==> src/rtl/piso_tx_if.sv <==
// Handshake and serial-side signals of the parallel-in / serial-out transmitter.
// The master drives the word and the downstream shift permission. The slave
// (piso_tx) returns the handshake and the serial stream.
interface piso_tx_if #(
    parameter int N = 4
);
    logic [N-1:0] data_in;
    logic         in_valid;
    logic         in_ready;
    logic         shift_en;
    logic         serial_out;
    logic         serial_valid;
    logic         done;
    logic         busy;

    modport master (
        output data_in, in_valid, shift_en,
        input  in_ready, serial_out, serial_valid, done, busy
    );

    modport slave (
        input  data_in, in_valid, shift_en,
        output in_ready, serial_out, serial_valid, done, busy
    );
endinterface

==> src/rtl/piso_tx.sv <==
// Parallel-in / serial-out transmitter. Words are sent LSB first, one bit per
// cycle in which shift_en is high. A new word can be accepted on the edge that
// retires the last bit of the current one, so streams have no idle gap.
//
// state | meaning
// ------+--------------------------------------------------------------
// IDLE  | no word held; in_ready=1, serial outputs quiet
// SHIFT | word held in shreg; shreg[0] is the bit on serial_out, cnt is
//       | the index of that bit within the word (0..N-1)
module piso_tx #(
    parameter int N = 4
) (
    input  logic      clk,
    input  logic      rst,
    piso_tx_if.slave  bus
);
    localparam int            CW   = (N > 1) ? $clog2(N) : 1;
    localparam logic [CW-1:0] LAST = CW'(N - 1);

    typedef enum logic {
        IDLE  = 1'b0,
        SHIFT = 1'b1
    } state_t;

    state_t         state_q, state_d;
    logic [N-1:0]   shreg_q, shreg_d;
    logic [CW-1:0]  cnt_q,   cnt_d;

    logic           in_shift;
    logic           at_last;
    logic           accept;

    // Handshake and serial outputs are pure decodes of the held state and shift_en.
    always_comb begin
        in_shift         = (state_q == SHIFT);
        at_last          = in_shift && bus.shift_en && (cnt_q == LAST);
        bus.in_ready     = !in_shift || at_last;
        accept           = bus.in_valid && bus.in_ready;
        bus.serial_out   = in_shift ? shreg_q[0] : 1'b0;
        bus.serial_valid = in_shift && bus.shift_en;
        bus.done         = at_last;
        bus.busy         = in_shift;
    end

    // Next-state: load on accept (also chains off the last bit), else shift or hold.
    always_comb begin
        state_d = state_q;
        shreg_d = shreg_q;
        cnt_d   = cnt_q;
        if (accept) begin
            state_d = SHIFT;
            shreg_d = bus.data_in;
            cnt_d   = '0;
        end else if (in_shift && bus.shift_en) begin
            if (cnt_q == LAST) begin
                // Last bit leaves with nothing queued behind it.
                state_d = IDLE;
            end else begin
                shreg_d = {1'b0, shreg_q[N-1:1]};
                cnt_d   = cnt_q + 1'b1;
            end
        end
    end

    // State registers; reset clears any partially sent word.
    always_ff @(posedge clk or negedge rst) begin
        if (!rst) begin
            state_q <= IDLE;
            shreg_q <= '0;
            cnt_q   <= '0;
        end else begin
            state_q <= state_d;
            shreg_q <= shreg_d;
            cnt_q   <= cnt_d;
        end
    end
endmodule

==> src/flat_wrapper.sv <==
// flat-port wrapper written by rule: the top's interface ports become plain ports
module piso_tx_flat 
#(
    parameter int N = 4
)
  (clk, rst, bus_data_in, bus_in_valid, bus_shift_en, bus_in_ready, bus_serial_out, bus_serial_valid, bus_done, bus_busy);
  piso_tx_if #(.N(N)) bus_i ();
  input  logic clk;
  input  logic rst;
  input wire logic [$bits(bus_i.data_in)-1:0] bus_data_in;
  input wire logic [$bits(bus_i.in_valid)-1:0] bus_in_valid;
  input wire logic [$bits(bus_i.shift_en)-1:0] bus_shift_en;
  output wire logic [$bits(bus_i.in_ready)-1:0] bus_in_ready;
  output wire logic [$bits(bus_i.serial_out)-1:0] bus_serial_out;
  output wire logic [$bits(bus_i.serial_valid)-1:0] bus_serial_valid;
  output wire logic [$bits(bus_i.done)-1:0] bus_done;
  output wire logic [$bits(bus_i.busy)-1:0] bus_busy;
  assign bus_i.data_in = bus_data_in;
  assign bus_i.in_valid = bus_in_valid;
  assign bus_i.shift_en = bus_shift_en;
  assign bus_in_ready = bus_i.in_ready;
  assign bus_serial_out = bus_i.serial_out;
  assign bus_serial_valid = bus_i.serial_valid;
  assign bus_done = bus_i.done;
  assign bus_busy = bus_i.busy;
  piso_tx #(.N(N)) u_core (.clk(clk), .rst(rst), .bus(bus_i));
endmodule
==> config.mk <==
export PLATFORM = sky130hd
export DESIGN_NAME = piso_tx_flat
export DESIGN_NICKNAME = d
export VERILOG_FILES = /design/src/rtl/piso_tx_if.sv /design/src/rtl/piso_tx.sv /design/src/flat_wrapper.sv
export SDC_FILE = /design/constraint.sdc
export NUM_CORES = 1
export LEC_CHECK = 0
export CELL_PAD_IN_SITES_DETAIL_PLACEMENT = 0
export CELL_PAD_IN_SITES_GLOBAL_PLACEMENT = 1
export CORE_AREA = 2 2 39 41
export DETAILED_ROUTE_END_ITERATION = 8
export DIE_AREA = 0 0 41 43
export PLACE_DENSITY_LB_ADDON = 0.1
export SKIP_CTS_REPAIR_TIMING = 1
export SLEW_MARGIN = 20
export SYNTH_ARGS = -nofsm -noshare
export SYNTH_HDL_FRONTEND = slang
export SYNTH_SLANG_ARGS = --single-unit
export TNS_END_PERCENT = 1
==> constraint.sdc <==
create_clock -name clk -period 3.4 [get_ports clk]
set_input_delay 0.68 -clock clk [delete_from_list [all_inputs] [get_ports clk]]
set_output_delay 0.68 -clock clk [all_outputs]
set_load 0.02 [all_outputs]
Word level (Yosys, flattened, before mapping)
Cells that the tools add are included.
{"block": "classes", "add_sub_neg": 1, "mux": 10, "n_reduce_logical": 9, "n_eq_ne": 2}
{"operator": "two-way mux 4 bit", "count": 3}
{"operator": "two-way mux 2 bit", "count": 3}
{"operator": "two-way mux 1 bit", "count": 4}
{"operator": "AND reduction 2 bit", "count": 2}
{"operator": "nonzero test 2 bit", "count": 2}
{"operator": "logical AND 1 bit", "count": 3}
{"operator": "adder 2 x 1 -> 2 bit (second input constant)", "count": 1}
{"operator": "equality test 2 bit (second input constant)", "count": 1}
{"operator": "inequality test 2 x 1 -> 1 bit (second input constant)", "count": 1}
{"operator": "logical NOT 1 bit", "count": 1}
{"operator": "logical OR 1 bit", "count": 1}
{"block": "totals", "out_inout_bits": 5, "reg_bits": 7, "elab_cells": 25, "in_bits": 8}

Longest topological paths before layout
{"block": "logic_depth", "depth_word": 6, "mapped_depth": 4, "ltp_nobuf": 4}

Least setup slack after synthesis
OpenSTA, ideal clock, no wires.
{"block": "synth_path", "path_kind": "input -> output", "from": "in bus_shift_en", "to": "out bus_done", "t_required_ns": 2.720, "cell_stages": 1, "path_buffers": 0, "arrival_ns": 0.926, "slack_ns": 1.794, "path_cell_list": "and3_1"}
{"block": "synth_via", "elab_chain_len": 2}
{"item": "from (decl)", "line": "flat_wrapper.sv:12", "rtl": "input wire logic [$bits(bus_i.shift_en)-1:0] bus_shift_en;"}
{"item": "logical AND 1 bit (2 in a row)", "line": "piso_tx.sv:36", "rtl": "at_last = in_shift && bus.shift_en && (cnt_q == LAST);"}
{"item": "to (decl)", "line": "flat_wrapper.sv:16", "rtl": "output wire logic [$bits(bus_i.done)-1:0] bus_done;"}
No other way between the ends.

Worst setup path in the final report
{"block": "layout_path", "from": "in bus_shift_en", "to": "out bus_in_ready"}
{"block": "layout_via", "elab_chain_len": 3}
{"item": "logical AND 1 bit (2 in a row)", "line": "piso_tx.sv:36"}
{"item": "logical OR 1 bit", "line": "piso_tx.sv:37", "rtl": "bus.in_ready = !in_shift || at_last;"}
{"item": "to (decl)", "line": "flat_wrapper.sv:13", "rtl": "output wire logic [$bits(bus_i.in_ready)-1:0] bus_in_ready;"}
No other way between the ends.

==> flow_summary.ini <==
[run_status]
status = finished, final reports clean

[sta]
finalMaxSlewViolations = 0
tns_ns = 0
finClkSkew_ns = 0.00239
fmax_ghz = 0.376
rsz0062_at_grt = no
max_slew.worst_pin.slew_ns = 0.546
finalCritPeriodShare_pct = 78.3
period_needed_ns = 2.66
setup_viol = 0
finalHoldViolCount = 0
timing.slew.headroom_pct = 63.6

[logic_synthesis]
ys_seq_elements = 7
syn-num-nets = 35
netlist_instances = 26
syn_area_sq_um = 332
synth_cell_type_count = 13
avgSynthCellArea_sq_um = 12.8
yosysWarnings = 0
synth.yosys.seq_area_share_pct = 52.8

[setup_path]
rr_startpoint = u_core.cnt_q[0]
worstSetupPathType = input pin to primary output
crit_chain = clkdlybuf4s50_1, a21bo_4, clkdlybuf4s50_1
cp_common_cell = clkdlybuf4s50_1
arrival_ns = 1.98
crit_start = bus_shift_en
start_kind = input pin
cp.required_ns = 2.72
critPathCaptureType = primary output
cpMaxStageDelayCell = clkdlybuf4s50_1
critPathMaxStageDelay_ns = 0.60
critPathMaxFanout = 6

[clock_network]
clk_latency_ns = 0.25
cts_root_buf = clkbuf_4
cts_tree = built
clock-sinks = 7
clockBufferDepth = 2
cts_buffers = 3
cts_max_level = 1
clkSlewWorstSetupHoldPaths_ns = 0.05

[die]
core_sq_mm = 0.00138
initial_utilization_pct = 24.0
rows = 14
dieArea_sq_mm = 0.00176
io-pin-count = 13
fp.dieW_microns = 41
dieHeight_microns = 43

[global_routing]
grt_pass1_wl_microns = 1230
antenna_found_initial = 0
grtUsageTotal_pct = 11.0
grt_pass1_vias = 266
grt_max_degree = 8
grt.overflow.total = 0

[drt]
drt-pass1-iter-count = 2
post_drt_wl_per_cell_microns = 11.9
drc = 0
finalWirelength_microns = 691
vias = 280
vias_per_cell = 4.83
ant_nets = 0
drt_iter0_drc = 5

[power_and_ir_drop]
total_leakage_power_nw = 0.232
cellPowerDensity_mw_per_mm2 = 744
ir_drop_uv = 229

[final_layout]
finalNetCount = 52
num_antenna_cells = 0
final_common_cell = clkdlybuf4s50_1
postLayoutCellArea_sq_um = 498
areaGrowthSynthToFinish_pct = 50.2
most-common-layout-cells = clkdlybuf4s50_1, dfrtp_1, and3_1
drive_gt1_share_pct = 11.9

[worst_hold_path]
min_from = u_core.cnt_q[1]
hold_class = register to register

[place]
placed_area_sq_um = 472
post-dp-hpwl_microns = 543
gp_congestion = 0.689
port_buffers = 12

[flow_run]
drv_cap = 0
## kinds of logic after synthesis
family / synth area share, %
and+or+nand+nor: 17.4
AOI/OAI and AO/OA: 21.5
muxes: 3.40
adders and majority gates: 3.77
buffers and inverters: 1.13
DFF: 52.8
## layer usage
layer	part of all wire [%]	GRT usage [%]	vias up
li1	-	-	135
met1	47	14.7	134
met2	45	13.4	11
met3	8.0	4.71	0
met4	0	8.00	0
met5	0	0	-
## area by class of cell
cell class | instances | area [sq um]
Clock buffer | 4 | 26.3
Fill cell | 148 | 886
Inverter | 1 | 3.75
Multi-Input combinational cell | 18 | 153
Sequential cell | 7 | 175
Tap cell | 16 | 20.0
Timing Repair Buffer | 12 | 120
## sequential cells by signal, indices dropped and copies added (netlist names)
name and cells:
u_core.cnt_q 2, u_core.shreg_q 4, u_core.bus.busy 1
## cells in the mapped netlist
library cell  number  share of area (%)
a32o_1             1                3.0
dfrtp_1            7                 53
or2b_1             1                2.3
and2_1             2                3.8
and3_1             4                7.5
mux2_2             1                3.4
a22o_1             1                2.6
a221o_1            3                9.1
a21bo_4            1                4.9
nor2b_1            2                3.8
inv_1              1                1.1
o22ai_1            1                1.9
ha_1               1                3.8
## worst max-delay path, delay by kind of cell
family,cells,cell delay (ns)
AO/OA/AOI/OAI,1,0.17
buffers and inverters,2,1.13
## report_power, final
part | switching (mW) | leakage, nW | internal (mW)
sequential | 0.0200 | 0.0873 | 0.117
combinational | 0.0686 | 0.129 | 0.0890
clock | 0.0315 | 0.0150 | 0.0448
total | 0.120 | 0.232 | 0.250
## through the flow
stage | utilization, % | worst slack (ns) | power [mW] | std cells | hold slack (ns)
CTS | 36.0 | 0.738 | 0.374 | 58 | 0.506
global route | 36.0 | 0.686 | 0.400 | 58 | 0.527
global placement | 34.1 | 0.757 | 0.294 | 54 | 0.490
detailed placement | 34.1 | 0.743 | 0.298 | 54 | 0.496
floorplan | - | 1.79 | 0.236 | 26 | 0.384
finish | 36.0 | 0.737 | 0.371 | 58 | 0.505
## final timing paths
kind	end	slack (ns)	depth (start not counted)
max in group asynchronous	u_core.shreg_q[1]	2.48	1
worst max-delay path	bus_in_ready	0.74	3
worst min-delay path	u_core.cnt_q[1]	0.50	1
min in group asynchronous	u_core.shreg_q[3]	0.68	1
worst max register to register	u_core.shreg_q[2]	1.96	4
worst min register to register	u_core.cnt_q[1]	0.50	1
Note: power is estimated with default switching activity, not from simulation.
